===== src/rtl/vol_seg_display.sv =====
// Multiplexed "X.Y" voltage readout for a common-anode 7-segment array with per-slot dead time.
// Optional over-threshold alarm with blinking display is enabled by defining VOL_ALARM_EN.
module vol_seg_display #(
  parameter int SCAN_DIV   = 50000,
  parameter int DEAD_CYC   = 50,
  parameter int UPDATE_DIV = 10000000,
  parameter int SEG_NUM    = 6,
  parameter int BLINK_DIV  = 12500000,
  parameter int ALARM_INT  = 4,
  parameter int ALARM_DEC  = 5
) (
  input  logic               CLK_50M,
  input  logic               RST_N,
  input  logic [3:0]         i_vol_int,
  input  logic [3:0]         i_vol_dec,
  input  logic               i_hold,
  output logic [SEG_NUM-1:0] SEG_SEL,
  output logic [7:0]         SEG_DATA,
  output logic               o_upd_pulse,
  output logic               o_alarm
);

  localparam int SCAN_W = $clog2(SCAN_DIV);
  localparam int UPD_W  = $clog2(UPDATE_DIV);
  localparam int IDX_W  = $clog2(SEG_NUM);

  localparam logic [SCAN_W-1:0] DEAD_LAST = SCAN_W'(DEAD_CYC - 1);
  localparam logic [SCAN_W-1:0] SCAN_LAST = SCAN_W'(SCAN_DIV - 1);
  localparam logic [UPD_W-1:0]  UPD_LAST  = UPD_W'(UPDATE_DIV - 1);
  localparam logic [IDX_W-1:0]  IDX_LAST  = IDX_W'(SEG_NUM - 1);

  localparam logic [0:0] S_DEAD = 1'b0;
  localparam logic [0:0] S_ON   = 1'b1;

  if (DEAD_CYC < 1 || DEAD_CYC >= SCAN_DIV || SEG_NUM < 2 || UPDATE_DIV < 2 ||
      BLINK_DIV < 2 || ALARM_INT > 15 || ALARM_DEC > 15) begin : g_bad_param
    $error("vol_seg_display: illegal parameter combination");
  end

  function automatic logic [7:0] seg_enc(input logic [3:0] v);
    logic [7:0] p;
    case (v)
      4'd0:    p = 8'hC0;
      4'd1:    p = 8'hF9;
      4'd2:    p = 8'hA4;
      4'd3:    p = 8'hB0;
      4'd4:    p = 8'h99;
      4'd5:    p = 8'h92;
      4'd6:    p = 8'h82;
      4'd7:    p = 8'hF8;
      4'd8:    p = 8'h80;
      4'd9:    p = 8'h90;
      default: p = 8'hBF;
    endcase
    return p;
  endfunction

  function automatic logic [7:0] slot_pattern(input logic [IDX_W-1:0] idx,
                                              input logic [3:0]       v_int,
                                              input logic [3:0]       v_dec);
    logic [7:0] p;
    if (idx == '0)
      p = seg_enc(v_dec);
    else if (idx == IDX_W'(1))
      p = seg_enc(v_int) & 8'h7F;
    else
      p = 8'hFF;
    return p;
  endfunction

  logic [UPD_W-1:0]   upd_cnt_q,   upd_cnt_d;
  logic [3:0]         snap_int_q,  snap_int_d;
  logic [3:0]         snap_dec_q,  snap_dec_d;
  logic               upd_pulse_q, upd_pulse_d;
  logic [SCAN_W-1:0]  scan_cnt_q,  scan_cnt_d;
  logic [IDX_W-1:0]   idx_q,       idx_d;
  logic [0:0]         state_q,     state_d;
  logic [SEG_NUM-1:0] sel_q,       sel_d;
  logic [7:0]         data_q,      data_d;

  always_comb begin
    upd_cnt_d   = (upd_cnt_q == UPD_LAST) ? '0 : upd_cnt_q + UPD_W'(1);
    snap_int_d  = snap_int_q;
    snap_dec_d  = snap_dec_q;
    upd_pulse_d = 1'b0;
    if (upd_cnt_q == UPD_LAST && !i_hold) begin
      snap_int_d  = i_vol_int;
      snap_dec_d  = i_vol_dec;
      upd_pulse_d = 1'b1;
    end
  end

  // The digit pattern is latched on slot entry, so a snapshot never changes a lit slot.
  always_comb begin
    state_d    = state_q;
    scan_cnt_d = scan_cnt_q + SCAN_W'(1);
    idx_d      = idx_q;
    sel_d      = sel_q;
    data_d     = data_q;
    if (state_q == S_DEAD) begin
      if (scan_cnt_q == DEAD_LAST) begin
        state_d = S_ON;
        sel_d   = ~(SEG_NUM'(1) << idx_q);
        data_d  = slot_pattern(idx_q, snap_int_q, snap_dec_q);
      end
    end else begin
      if (scan_cnt_q == SCAN_LAST) begin
        state_d    = S_DEAD;
        scan_cnt_d = '0;
        idx_d      = (idx_q == IDX_LAST) ? '0 : idx_q + IDX_W'(1);
        sel_d      = '1;
        data_d     = 8'hFF;
      end
    end
  end

  always_ff @(posedge CLK_50M) begin
    if (!RST_N) begin
      upd_cnt_q   <= '0;
      snap_int_q  <= '0;
      snap_dec_q  <= '0;
      upd_pulse_q <= 1'b0;
      scan_cnt_q  <= '0;
      idx_q       <= '0;
      state_q     <= S_DEAD;
      sel_q       <= '1;
      data_q      <= 8'hFF;
    end else begin
      upd_cnt_q   <= upd_cnt_d;
      snap_int_q  <= snap_int_d;
      snap_dec_q  <= snap_dec_d;
      upd_pulse_q <= upd_pulse_d;
      scan_cnt_q  <= scan_cnt_d;
      idx_q       <= idx_d;
      state_q     <= state_d;
      sel_q       <= sel_d;
      data_q      <= data_d;
    end
  end

  assign SEG_DATA    = data_q;
  assign o_upd_pulse = upd_pulse_q;

`ifdef VOL_ALARM_EN
  localparam int BLK_W = $clog2(BLINK_DIV);
  localparam logic [BLK_W-1:0] BLK_LAST  = BLK_W'(BLINK_DIV - 1);
  localparam logic [7:0]       ALARM_THR = {4'(ALARM_INT), 4'(ALARM_DEC)};

  logic             alarm_q,     alarm_d;
  logic [BLK_W-1:0] blink_cnt_q, blink_cnt_d;
  logic             blink_off_q, blink_off_d;

  // Blink phase only advances while the alarm is already raised; otherwise it parks in the on phase.
  always_comb begin
    alarm_d     = ({snap_int_q, snap_dec_q} >= ALARM_THR);
    blink_cnt_d = '0;
    blink_off_d = 1'b0;
    if (alarm_q) begin
      blink_off_d = blink_off_q;
      if (blink_cnt_q == BLK_LAST) begin
        blink_cnt_d = '0;
        blink_off_d = ~blink_off_q;
      end else begin
        blink_cnt_d = blink_cnt_q + BLK_W'(1);
      end
    end
  end

  always_ff @(posedge CLK_50M) begin
    if (!RST_N) begin
      alarm_q     <= 1'b0;
      blink_cnt_q <= '0;
      blink_off_q <= 1'b0;
    end else begin
      alarm_q     <= alarm_d;
      blink_cnt_q <= blink_cnt_d;
      blink_off_q <= blink_off_d;
    end
  end

  assign o_alarm = alarm_q;
  assign SEG_SEL = sel_q | {SEG_NUM{blink_off_q}};
`else
  assign o_alarm = 1'b0;
  assign SEG_SEL = sel_q;
`endif

endmodule

===== config.mk =====
export PLATFORM = sky130hd
export DESIGN_NAME = vol_seg_display
export DESIGN_NICKNAME = d
export VERILOG_FILES = /design/src/rtl/vol_seg_display.sv
export SDC_FILE = /design/constraint.sdc
export NUM_CORES = 1
export LEC_CHECK = 0
export ABC_AREA = 1
export BUFFER_PORTS_ARGS = -buffer_cell sky130_fd_sc_hd__buf_2
export CAP_MARGIN = 30
export CORE_MARGIN = 5
export CORE_UTILIZATION = 35
export CTS_CLUSTER_SIZE = 12
export DETAILED_ROUTE_END_ITERATION = 8
export REMOVE_ABC_BUFFERS = 1
export SLEW_MARGIN = 30
export SYNTH_ARGS = -nofsm -noshare
export SYNTH_HDL_FRONTEND = slang
export SYNTH_SLANG_ARGS = --single-unit
export TNS_END_PERCENT = 50

===== constraint.sdc =====
create_clock -name CLK_50M -period 2.3 [get_ports CLK_50M]
set_clock_uncertainty 0.05 [all_clocks]
set_input_delay 0 -clock CLK_50M [delete_from_list [all_inputs] [get_ports CLK_50M]]
set_output_delay 0 -clock CLK_50M [all_outputs]
set_load 0.02 [all_outputs]

==> metrics.cfg <==
[status]
outcome=completed

[critical_path]
critPathMaxFanout=6
start_kind=register
timing.rr.start=upd_cnt_q[1]
crit_start=upd_cnt_q[1]
reg2regPathDepth=13
critPathKind=register to register
arrival_ns=2.36
endpoint_kind=register
cp.required_ns=2.49

[synthesis]
synthFlopType=dfxtp_1
syn_inst=581
synth_mux_area_frac=0
synth_fa_ha_area_frac=0.0424
synth_most_common_cell=nand2_1
synth_area_leaders=dfxtp_1 (39%), nand2_1 (11%), inv_1 (8.0%)
yosys.area.top_type=dfxtp_1
yosysTopAreaCellShare=0.393
synth-edff-count=0
async_flop_share=0
synth.avg_cell_area_sq_um=7.10
syn_area_sq_um=4130
ys_ff_latch=81
yosys.area_share.simple=0.381
synth_top_family_by_area=simple AND/OR/NAND/NOR gates
yosysSeqAreaShare=0.393
ys_warn_count=0
ys_top_cells_by_count=nand2_1 (117), inv_1 (88), dfxtp_1 (81)
synth_compound_area_frac=0.0627
synth_cell_type_count=38
synth_xor_area_frac=0.0212

[min_path]
hold_class=input pin to register
hp-start=i_vol_dec[3]
min_path_cells=5

[die]
dieArea_sq_um=14100
die_x_microns=119
start_util=0.360
std_cell_rows=39
io-pin-count=27
die_y_microns=119
core_sq_um=11500

[layout]
diodes=0
utilization=0.423
nets=652
drive_above_1_share=0.161
area_delta_synth_final_pct=17.6

[clocking]
worstSkewPairLatency_ns=0.34
cts_tree=done
root_buffer=clkbuf_16
cts_max_level=3
max-clock-path-buffers=2
cts_num_sinks=81
path_clk_slew_ns=0.07
cts_buffers=9

[timing]
clock.fmax_ghz=0.462
rsz0062_at_grt=no
period_share=0.941
finalMaxSlewViolations=0
setup_violations=0
hold_viol_final=0
fin_crit_ns=2.16
tns_ns=0

[drt]
wl_microns=9580
routedWlPerCell_microns=12.4
via_per_inst=4.95
drtPass1Iterations=4
detail_route.iter0.violations=175
detail-route-antenna-nets=0
num_vias=3837
drt_drc_violations_left=0

[job]
cap_violations=0

[placement]
gp_congestion=0.885
dp_hpwl_microns=7170
numPortBuffers=25

[global_routing]
overflow=0
grt_pass1_vias=3698
grt_start_max_net_pins=27
antenna_found_initial=0
grt.total_usage=0.139
grt_first_pass_wirelength_microns=16500

[power_and_ir_drop]
total_leakage_power_nw=2.18
powerDensity_nw_per_um2=585
ir_drop_uv=372

==> critical path, stage by stage (launching register included) <==
cell     delay [ns]
dfxtp_2        0.34
ha_2           0.18
nand2_2        0.07
nor2_4         0.11
nand3_2        0.09
nor2_4         0.19
buf_4          0.14
nand4_1        0.17
nand3_4        0.15
ha_1           0.24
inv_1          0.06
nand3_1        0.13
nand3_2        0.12
nand2_2        0.04
==> what timing repair did <==
action	in CTS	in global routing
hold buffers	2	0
hold endpoints to repair	2	0
resized for setup	0	10
setup endpoints to repair	0	14
setup buffers	0	3
==> kinds of logic after synthesis <==
logic type / count (synthesis)
simple gates: 328
buf+inv: 104
flops: 81
compound gates: 43
fa+ha+maj: 14
xor+xnor: 10
other cells: 1
==> metrics by stage <==
step | hold slack, ns | instance area (sq um) | worst slack, ns | std cells | power, W
finish | 0.0694 | 4860 | 0.137 | 775 | 0.00284
global route | 0.0779 | 4860 | 0.00610 | 775 | 0.00294
CTS | 0.0536 | 4780 | 0.00104 | 771 | 0.00288
detailed placement | 0.173 | 4490 | 0.00962 | 753 | 0.00152
global placement | 0.174 | 4490 | 0.156 | 753 | 0.00152
floorplan | 0.0190 | 4080 | 0.118 | 571 | 0.00148
==> worst paths after layout <==
| path | end | slack [ns] |
|---|---|---|
| max | register | 0.14 |
| min | snap_dec_q[3] | 0.07 |
| max reg2reg | register | 0.14 |
| min reg2reg | SEG_DATA[7] | 0.39 |
==> area by class of cell <==
cell class	count	area (sq um)
Inverter	94	358
Timing Repair Buffer	44	273
Clock inverter	7	53.8
Sequential cell	81	1620
Multi-Input combinational cell	397	2140
Fill cell	1179	6610
Tap cell	143	179
Clock buffer	9	225
==> report_power, final <==
part	internal [W]	switching, W
clock	0.000740	0.000602
combinational	0.0000274	0.0000507
sequential	0.00141	0.00000732
total	0.00218	0.000660
==> metal layers <==
| layer | vias to the layer above | routed length (microns) | GRT usage |
|---|---|---|---|
| li1 | 1968 | - | - |
| met1 | 1733 | 4310 | 0.169 |
| met2 | 119 | 4540 | 0.235 |
| met3 | 17 | 516 | 0.0291 |
| met4 | 0 | 213 | 0.0638 |
| met5 | - | 0 | 0 |
==> cell usage in the layout, fill, tap and decap left out, types with 4 or more instances in the layout <==
cell type / synthesis / layout
a21oi_1: 19 / 19
buf_2: 5 / 25
buf_4: 2 / 17
clkbuf_16: 0 / 9
dfxtp_1: 81 / 80
ha_1: 14 / 13
inv_1: 88 / 87
inv_2: 3 / 4
nand2_1: 117 / 116
nand2_2: 13 / 14
nand3_1: 58 / 54
nand3_2: 4 / 8
nand3_4: 3 / 4
nand4_1: 24 / 24
nor2_1: 69 / 69
nor3_1: 16 / 16
nor3b_1: 6 / 6
nor4_1: 6 / 6
o21ai_0: 8 / 8
o221ai_1: 7 / 7
or2_2: 4 / 4
xor2_1: 8 / 8
(Power assumes the default switching activity.)
